## src/rtl/fifo_pkg.sv

```systemverilog
// Shared width helpers and default sizing constants for the synchronous FIFO family.
package fifo_pkg;

  function automatic int ptrWidth(input int depth);
    return (depth > 1) ? $clog2(depth) : 1;
  endfunction

  function automatic int cntWidth(input int depth);
    return $clog2(depth + 1);
  endfunction

  function automatic bit isPow2(input int value);
    return (value > 0) && ((value & (value - 1)) == 0);
  endfunction

  localparam int DefaultDepth = 16;
  localparam int DefaultPtrW  = ptrWidth(DefaultDepth);
  localparam int DefaultCntW  = cntWidth(DefaultDepth);

endpackage

```

## src/rtl/fifo_ram.sv

```systemverilog
// Storage array for the FIFO: one synchronous write port, one asynchronous read port, no reset.
module fifo_ram
  import fifo_pkg::*;
#(
  parameter int DATA_WIDTH = 8,
  parameter int DEPTH      = 16,
  parameter int PTR_W      = ptrWidth(DEPTH)
) (
  input  logic                  clk,
  input  logic                  we_i,
  input  logic [PTR_W-1:0]      waddr_i,
  input  logic [DATA_WIDTH-1:0] wdata_i,
  input  logic [PTR_W-1:0]      raddr_i,
  output logic [DATA_WIDTH-1:0] rdata_o
);

  logic [DATA_WIDTH-1:0] mem [DEPTH];

  always_ff @(posedge clk) begin
    if (we_i) begin
      mem[waddr_i] <= wdata_i;
    end
  end

  assign rdata_o = mem[raddr_i];

endmodule

```

## src/rtl/fifo_sync_flags.sv

```systemverilog
// Single-clock FIFO with threshold flags, occupancy, sticky error flags, flush and optional FWFT output.
module fifo_sync_flags
  import fifo_pkg::*;
#(
  parameter int DATA_WIDTH = 8,
  parameter int DEPTH      = 16,
  parameter int AF_LEVEL   = DEPTH - 2,
  parameter int AE_LEVEL   = 2,
  parameter int FWFT       = 0
) (
  input  logic                        clk,
  input  logic                        rst,
  input  logic                        flush,
  input  logic                        clr_err,
  input  logic                        wr_en,
  input  logic [DATA_WIDTH-1:0]       data_in,
  input  logic                        rd_en,
  output logic [DATA_WIDTH-1:0]       data_out,
  output logic                        valid,
  output logic                        full,
  output logic                        empty,
  output logic                        almost_full,
  output logic                        almost_empty,
  output logic [cntWidth(DEPTH)-1:0]  count,
  output logic                        overflow,
  output logic                        underflow
);

  localparam int PTR_W = ptrWidth(DEPTH);
  localparam int CNT_W = cntWidth(DEPTH);

  if (!isPow2(DEPTH) || DEPTH < 2) begin : gBadDepth
    $error("fifo_sync_flags: DEPTH must be a power of 2 and at least 2");
  end
  if (AF_LEVEL < 1 || AF_LEVEL > DEPTH) begin : gBadAf
    $error("fifo_sync_flags: AF_LEVEL must lie in 1..DEPTH");
  end
  if (AE_LEVEL < 0 || AE_LEVEL > DEPTH - 1) begin : gBadAe
    $error("fifo_sync_flags: AE_LEVEL must lie in 0..DEPTH-1");
  end
  if (DATA_WIDTH < 1) begin : gBadWidth
    $error("fifo_sync_flags: DATA_WIDTH must be at least 1");
  end

  logic [PTR_W-1:0]      wPtr_q, wPtr_d;
  logic [PTR_W-1:0]      rPtr_q, rPtr_d;
  logic [CNT_W-1:0]      count_q, count_d;
  logic                  overflow_q, overflow_d;
  logic                  underflow_q, underflow_d;
  logic                  rdAcc;
  logic                  wrAcc;
  logic                  memWe;
  logic [DATA_WIDTH-1:0] ramData;

  // All status flags come from the registered count, so none depends on this cycle's requests.
  assign empty        = (count_q == '0);
  assign full         = (count_q == CNT_W'(DEPTH));
  assign almost_full  = (count_q >= CNT_W'(AF_LEVEL));
  assign almost_empty = (count_q <= CNT_W'(AE_LEVEL));
  assign count        = count_q;
  assign overflow     = overflow_q;
  assign underflow    = underflow_q;

  assign rdAcc = rd_en & ~empty;
  assign wrAcc = wr_en & (~full | rdAcc);
  assign memWe = wrAcc & ~flush;

  always_comb begin
    wPtr_d  = wPtr_q;
    rPtr_d  = rPtr_q;
    count_d = count_q;
    if (flush) begin
      wPtr_d  = '0;
      rPtr_d  = '0;
      count_d = '0;
    end else begin
      if (wrAcc) wPtr_d = wPtr_q + PTR_W'(1);
      if (rdAcc) rPtr_d = rPtr_q + PTR_W'(1);
      case ({wrAcc, rdAcc})
        2'b10:   count_d = count_q + CNT_W'(1);
        2'b01:   count_d = count_q - CNT_W'(1);
        default: count_d = count_q;
      endcase
    end
  end

  // A fresh error outranks a simultaneous clear; requests discarded by flush never raise one.
  always_comb begin
    overflow_d  = (overflow_q & ~clr_err) | (~flush & wr_en & ~wrAcc);
    underflow_d = (underflow_q & ~clr_err) | (~flush & rd_en & empty);
  end

  always_ff @(posedge clk or posedge rst) begin
    if (rst) begin
      wPtr_q      <= '0;
      rPtr_q      <= '0;
      count_q     <= '0;
      overflow_q  <= 1'b0;
      underflow_q <= 1'b0;
    end else begin
      wPtr_q      <= wPtr_d;
      rPtr_q      <= rPtr_d;
      count_q     <= count_d;
      overflow_q  <= overflow_d;
      underflow_q <= underflow_d;
    end
  end

  fifo_ram #(
    .DATA_WIDTH (DATA_WIDTH),
    .DEPTH      (DEPTH),
    .PTR_W      (PTR_W)
  ) uRam (
    .clk     (clk),
    .we_i    (memWe),
    .waddr_i (wPtr_q),
    .wdata_i (data_in),
    .raddr_i (rPtr_q),
    .rdata_o (ramData)
  );

  if (FWFT == 0) begin : gStdRead
    logic [DATA_WIDTH-1:0] dataOut_q, dataOut_d;
    logic                  valid_q, valid_d;

    always_comb begin
      dataOut_d = dataOut_q;
      valid_d   = 1'b0;
      if (!flush && rdAcc) begin
        dataOut_d = ramData;
        valid_d   = 1'b1;
      end
    end

    always_ff @(posedge clk or posedge rst) begin
      if (rst) begin
        dataOut_q <= '0;
        valid_q   <= 1'b0;
      end else begin
        dataOut_q <= dataOut_d;
        valid_q   <= valid_d;
      end
    end

    assign data_out = dataOut_q;
    assign valid    = valid_q;
  end else begin : gFwftRead
    // The head word is shown directly from the array; zero is forced while empty.
    assign data_out = empty ? '0 : ramData;
    assign valid    = ~empty;
  end

endmodule

```

## config.mk

```make
export PLATFORM = sky130hd
export DESIGN_NAME = fifo_sync_flags
export DESIGN_NICKNAME = d
export VERILOG_FILES = /design/src/rtl/fifo_pkg.sv /design/src/rtl/fifo_ram.sv /design/src/rtl/fifo_sync_flags.sv
export SDC_FILE = /design/constraint.sdc
export NUM_CORES = 1
export LEC_CHECK = 0
export ABC_AREA = 1
export CORE_MARGIN = 3
export CORE_UTILIZATION = 25
export CTS_CLUSTER_DIAMETER = 200
export DETAILED_ROUTE_END_ITERATION = 7
export GPL_ROUTABILITY_DRIVEN = 1
export GPL_TIMING_DRIVEN = 0
export HOLD_SLACK_MARGIN = 0.08
export PLACE_DENSITY = 0.44
export SKIP_LAST_GASP = 1
export SYNTH_ARGS = -nofsm -noshare
export SYNTH_HDL_FRONTEND = slang
export SYNTH_HIERARCHICAL = 1
export SYNTH_SLANG_ARGS = --single-unit
```

## constraint.sdc

```tcl
create_clock -name clk -period 4.7 [get_ports clk]
set_clock_uncertainty 0.15 [all_clocks]
set_input_delay 1.175 -clock clk [delete_from_list [all_inputs] [get_ports clk]]
set_output_delay 1.175 -clock clk [all_outputs]
set_load 0.05 [all_outputs]
```

==> qor.txt, run 1 <==
via count: 4728
CP required: 3.38 ns
CTS Sinks: 152
CTS max path bufs: 2
die area: 0.0298 mm^2
ranking of synthesized cells by area: edfxtp_1, nand2_1, dfrtp_1
DR WL met3: 781 um
Fmax: 285 MHz
Yosys reg bits: 152
slowest CP cell: clkdlybuf4s50_1
post-route clock period utilization: 74.7%
Buffers on Ports: 33
antenna cells: 0
largest net degree at the start of global routing: 25
Clk pin slew, worst setup/hold paths: 0.06 ns
switching share of total power: 38.1%
leakage: 0.00352 uW
first-pass GRT wire length: 28700 um
synth warn: 6
hold buffer count at cts: 0
Die X: 173 um
initial antenna violation count: 0
Mapped Avg Cell Area: 9.99 um^2
Slew HR: 33.7%
Seq/Total Area, Yosys: 64.1%
GPL Wtd Cong: 0.812
Final Setup Violations: 0
drt total wl: 18700 um
Unique masters post-synth: 33
most frequent cell after synthesis: nand2_1
post-CTS sizing: 0
WP data arrival: 2.19 ns
synthesized area: 0.00693 mm^2
top sig layer: met4
Commonest cells post-synth: nand2_1, edfxtp_1, inv_1
Slew Limit Fails: 0
number of synthesized flops with an enable pin: 128
sequential share of power: 37.4%
layout cells sized above 1: 9.35%
Critical Path End Type: output port
Post-CTS Setup Bufs: 0
initial drt markers: 354
post-synthesis net count: 714
status: completed
grt total ovfl: 0
DR WL/cell: 16.5 um
Largest stage delay, worst path: 0.88 ns
Num CTS Buffers: 17
Clk pwr share: 28.6%
Buf/Inv on CP: 1
Pint: 2670 uW
Hold Crit Class: reg2reg
1st-pass router iterations: 5
H-Tree Depth: 4
share of synthesized registers carrying an async set or reset: 15.8%
Syn Inst Count: 694
drt drc: 0
row cnt: 60
Detail Route Antenna Nets: 0
Max Cap Viol: 0
Main synth FF type: edfxtp_1
met2 wire length: 8700 um
delay-heaviest family, CP: buffers and inverters
critical path class: reg2out
unrepaired setup endpoints after global routing: false
NetSw: 1640 uW
clk_lat worst skew: 0.42 ns
CP startpoint kind: register
DP Wirelength: 12800 um
vias in the first global route: 4520
via/cell ratio: 4.18
largest area contributor in the netlist: edfxtp_1
IO Count: 34
die height: 173 um
area share of the largest cell type after synthesis: 55.4%
Max IR drop VDD: 221 uV
critical path peak fanout: 6
final hold violations: 0
slew of the pin with the lowest slew margin: 0.993 ns
Initial Util: 25.6%
Pwr Total: 4310 uW
min Tclk post-route: 3.51 ns
Setup TNS: 0 ns
clock root buffer: clkbuf_16
Final Util: 30.5%
GRT Util Overall: 12.8%
CTS tree: done
Met1 Wirelength: 8950 um
Pwr per Cell Area: 521 mW/mm^2
area delta synth->final: 19.1%
Logic pwr share: 34.0%
worst path cell trace: a2111oi_0 > clkdlybuf4s50_1
Core Box Area: 0.0271 mm^2
fin nets: 766
==> state kept, by name, summed over array words and instances, names as in the netlist <==
| signal | cells |
|---|---|
| valid | 1 |
| underflow | 1 |
| wPtr_q | 4 |
| overflow | 1 |
| uRam/mem | 128 |
| count | 5 |
| data_out | 8 |
| rPtr_q | 4 |
==> metrics by stage <==
| stage | hold slack (ns) | area (um^2) | cells | setup slack (ns) |
|---|---|---|---|---|
| floorplan | 0.299 | 6930 | 694 | 0.197 |
| finish | 0.335 | 8260 | 1131 | 1.19 |
| global route | 0.379 | 8260 | 1131 | 1.11 |
| global placement | 0.325 | 7730 | 1099 | 0.930 |
| detailed placement | 0.333 | 7730 | 1099 | 0.903 |
| CTS | 0.344 | 8260 | 1131 | 1.17 |
==> power groups by stage <==
stage	clock network (uW)	logic (uW)	registers (uW)
floorplan	0	785	1810
global placement	0	1470	1640
detailed placement	0	1470	1640
CTS	1270	1470	1610
global route	1330	1600	1620
finish	1230	1460	1610
==> area by class of cell <==
type	instances	area, um^2
multi-input combinational	393	1850
timing repair buffer	33	330
fill	2847	18800
clock buffer	18	429
clock inverter	14	100
inverter	124	468
sequential	152	4440
tap	372	465
buffer	25	171
==> per-layer routing <==
metal	GRT usage, %	vias to the layer above
li1	-	2343
met1	18.1	2268
met5	0	-
met4	3.92	0
met2	20.1	101
met3	2.55	16
==> cell families (layout without fill, tap and decap cells) <==
group / after synthesis / after routing / share of synthesized area (%)
AND/OR/NAND/NOR: 367 / 367 / 23.3
buffers and inverters: 149 / 214 / 9.22
AO/OA/AOI/OAI: 16 / 16 / 1.70
flip-flops: 152 / 152 / 64.1
XOR/XNOR: 4 / 4 / 0.505
adder cells (fa/ha/maj): 6 / 6 / 1.19
==> final timing paths <==
| kind | from | to | slack [ns] | depth (start not counted) |
|---|---|---|---|---|
| max reg2reg | count[1]$_DFFE_PP0P_ | uRam/mem[12][1]$_DFFE_PP_ | 2.14 | 8 |
| max in group asynchronous | rst | wPtr_q[0]$_DFFE_PP0P_ | 2.64 | 2 |
| min in group asynchronous | rst | underflow$_DFF_PP0_ | 1.15 | 2 |
| min reg2reg | rPtr_q[2]$_DFFE_PP0P_ | rPtr_q[2]$_DFFE_PP0P_ | 0.34 | 1 |
| max | count[0]$_DFFE_PP0P_ | almost_empty | 1.19 | 2 |
| min | rPtr_q[2]$_DFFE_PP0P_ | rPtr_q[2]$_DFFE_PP0P_ | 0.34 | 1 |
==> placed cells by master, fill, tap and decap left out, types with 2 or more instances in the layout <==
| master | n |
|---|---|
| nor2_1 | 20 |
| nand3b_1 | 2 |
| buf_6 | 6 |
| nand3_4 | 3 |
| xor2_1 | 2 |
| o21ai_0 | 2 |
| edfxtp_1 | 128 |
| a21oi_1 | 2 |
| inv_6 | 3 |
| clkdlybuf4s50_1 | 33 |
| nand2_2 | 2 |
| ha_1 | 5 |
| xnor2_1 | 2 |
| inv_2 | 7 |
| o31ai_1 | 2 |
| buf_2 | 14 |
| clkbuf_16 | 17 |
| inv_1 | 116 |
| nand2_4 | 2 |
| buf_4 | 4 |
| nand2_1 | 219 |
| clkinv_4 | 4 |
| nand3_1 | 114 |
| clkinv_1 | 4 |
| o21ai_1 | 5 |
| nor2_4 | 2 |
| dfrtp_1 | 24 |
(Power assumes the default switching activity.)
==> run 2, diff against run 1 <==
==> constraint.sdc (replaced) <==
create_clock -name clk -period 3.5 [get_ports clk]
set_clock_uncertainty 0.15 [all_clocks]
set_input_delay 0.875 -clock clk [delete_from_list [all_inputs] [get_ports clk]]
set_output_delay 0.875 -clock clk [all_outputs]
set_load 0.05 [all_outputs]
==> qor.txt, run 2 (synthesis gave the netlist of run 1 again) <==
status: completed
CTS max path bufs: 2 (unchanged)
final non-filler cell area: 0.00831 mm^2 (+0.65%)
Final Setup Violations: 0 (unchanged)
vias in the first global route: 4750 (+5.1%)
row cnt: 60 (unchanged)
Core Box Area: 0.0271 mm^2 (unchanged)
critical path peak fanout: 6 (unchanged)
H-Tree Depth: 4 (unchanged)
1st-pass router iterations: 4 (-1)
GPL Wtd Cong: 0.833 (+2.6%)
area delta synth->final: 19.9%
Final Util: 30.7% (+0.20 points)
hold_sp: data_out[4]$_DFFE_PP0P_
post-CTS sizing: 0 (unchanged)
final hold slack: 0.326 ns (-0.00883 ns)
Max IR drop VDD: 308 uV (+40%)
largest net degree at the start of global routing: 25 (unchanged)
Critical Path End Type: output port
Setup TNS: 0 ns (unchanged)
leakage: 0.00353 uW (+0.48%)
via/cell ratio: 4.20 (+0.47%)
critical path class: reg2out
post-route clock period utilization: 90.4%
die area: 0.0298 mm^2 (unchanged)
initial drt markers: 339 (-4.2%)
clk_lat worst skew: 0.43 ns (about the same)
Largest Register: uRam/mem
Num CTS Buffers: 17 (unchanged)
commonest cells after routing, fill and taps aside: nand2_1, edfxtp_1, inv_1
r2r startpoint: count[2]$_DFFE_PP0P_
clock root buffer: clkbuf_16
fin nets: 766 (unchanged)
slew of the pin with the lowest slew margin: 0.982 ns (-0.0107 ns)
hold buffer count at cts: 0 (unchanged)
Max Cap Viol: 0 (unchanged)
Slew Limit Fails: 0 (unchanged)
layout cells sized above 1: 9.75% (+0.40 points)
first-pass GRT wire length: 28500 um (-0.62%)
Detail Route Antenna Nets: 0 (unchanged)
Largest register FFs: 128 (unchanged)
placed cell count: 1099 (unchanged)
Initial Util: 25.6% (unchanged)
antenna cells: 0 (unchanged)
CTS tree: done
drt drc: 0 (unchanged)
critical path startpoint: count[2]$_DFFE_PP0P_
drt total wl: 18600 um (-0.78%)
Fmax: 316 MHz
final hold violations: 0 (unchanged)
CTS Sinks: 152 (unchanged)
IO Count: 34 (unchanged)
Die X: 173 um (unchanged)
Pwr per Cell Area: 715 mW/mm^2 (+37%)
die height: 173 um (unchanged)
min Tclk post-route: 3.17 ns
Slew HR: 34.4% (+0.72 points)
DP Wirelength: 12500 um (-1.9%)
dpl cell area: 0.00773 mm^2 (about the same)
commonest non-fill, non-tap cell in the layout: nand2_1
Hold Crit Class: reg2reg
grt total ovfl: 0 (unchanged)
WP data arrival: 2.14 ns (-0.05 ns)
post-route insts no fill: 1131 (unchanged)
unrepaired setup endpoints after global routing: false
CP required: 2.47 ns (-0.91 ns)
Post-CTS Setup Bufs: 0 (unchanged)
CP startpoint kind: register
DR WL/cell: 16.4 um (-0.78%)
Buffers on Ports: 33 (unchanged)
via count: 4750 (+0.47%)
initial antenna violation count: 0 (unchanged)
GRT Util Overall: 12.7% (-0.10 points)
Clk pin slew, worst setup/hold paths: 0.06 ns (about the same)
## run 2: changes by cell type in the layout (fill, tap and decap cells not counted)
cell,change
a2111oi_0,-1
a2111oi_2,+1
bufinv_16,+2
clkinv_1,-2
clkinv_4,-1
clkinvlp_4,+2
inv_8,-1
## run 2: path summary, 6_finish.rpt
check	to	slack, ns	cells after the start
max	full	0.33	4
min	data_out[4]$_DFFE_PP0P_	0.33	2
max reg2reg	uRam/mem[13][6]$_DFFE_PP_	0.91	8
min reg2reg	data_out[4]$_DFFE_PP0P_	0.33	2
max in group asynchronous	count[0]$_DFFE_PP0P_	1.77	2
min in group asynchronous	data_out[2]$_DFFE_PP0P_	0.83	2
## run 2: power by group
part | switching, uW | internal (uW) | leakage (uW)
clock network | 750 | 1050 | 0.000272
registers | 98.7 | 2060 | 0.00147
logic | 1360 | 615 | 0.00179
## run 2: layout make-up
type | count | area, um^2
Timing Repair Buffer | 33 | 330
Tap cell | 372 | 465
Buffer | 25 | 171
Clock inverter | 14 | 148
Multi-Input combinational cell | 393 | 1860
Clock buffer | 18 | 429
Inverter | 124 | 468
Fill cell | 2802 | 18800
Sequential cell | 152 | 4440
## run 2: per-layer routing
metal	track usage, %	vias up	share of wire (%)	wire length (um)
met4	4.83	0	2.1	397
li1	-	2342	-	-
met5	0	-	0	0
met2	20.8	81	48	8870
met3	2.26	26	3.3	609
met1	17.0	2301	47	8680
## run 2: per-stage QoR
stage	setup WS [ns]	power, uW
floorplan	0.643	3490
global placement	0.0289	4190
detailed placement	-0.00128	4190
CTS	0.303	6010
global route	0.204	6240
finish	0.334	5940
## run 2: critical path, cell delays in order, from the launching register on
cell and delay (ns):
dfrtp_1 0.49, nor2_4 0.18, nand3_2 0.16, inv_1 0.09, clkdlybuf4s50_1 0.80
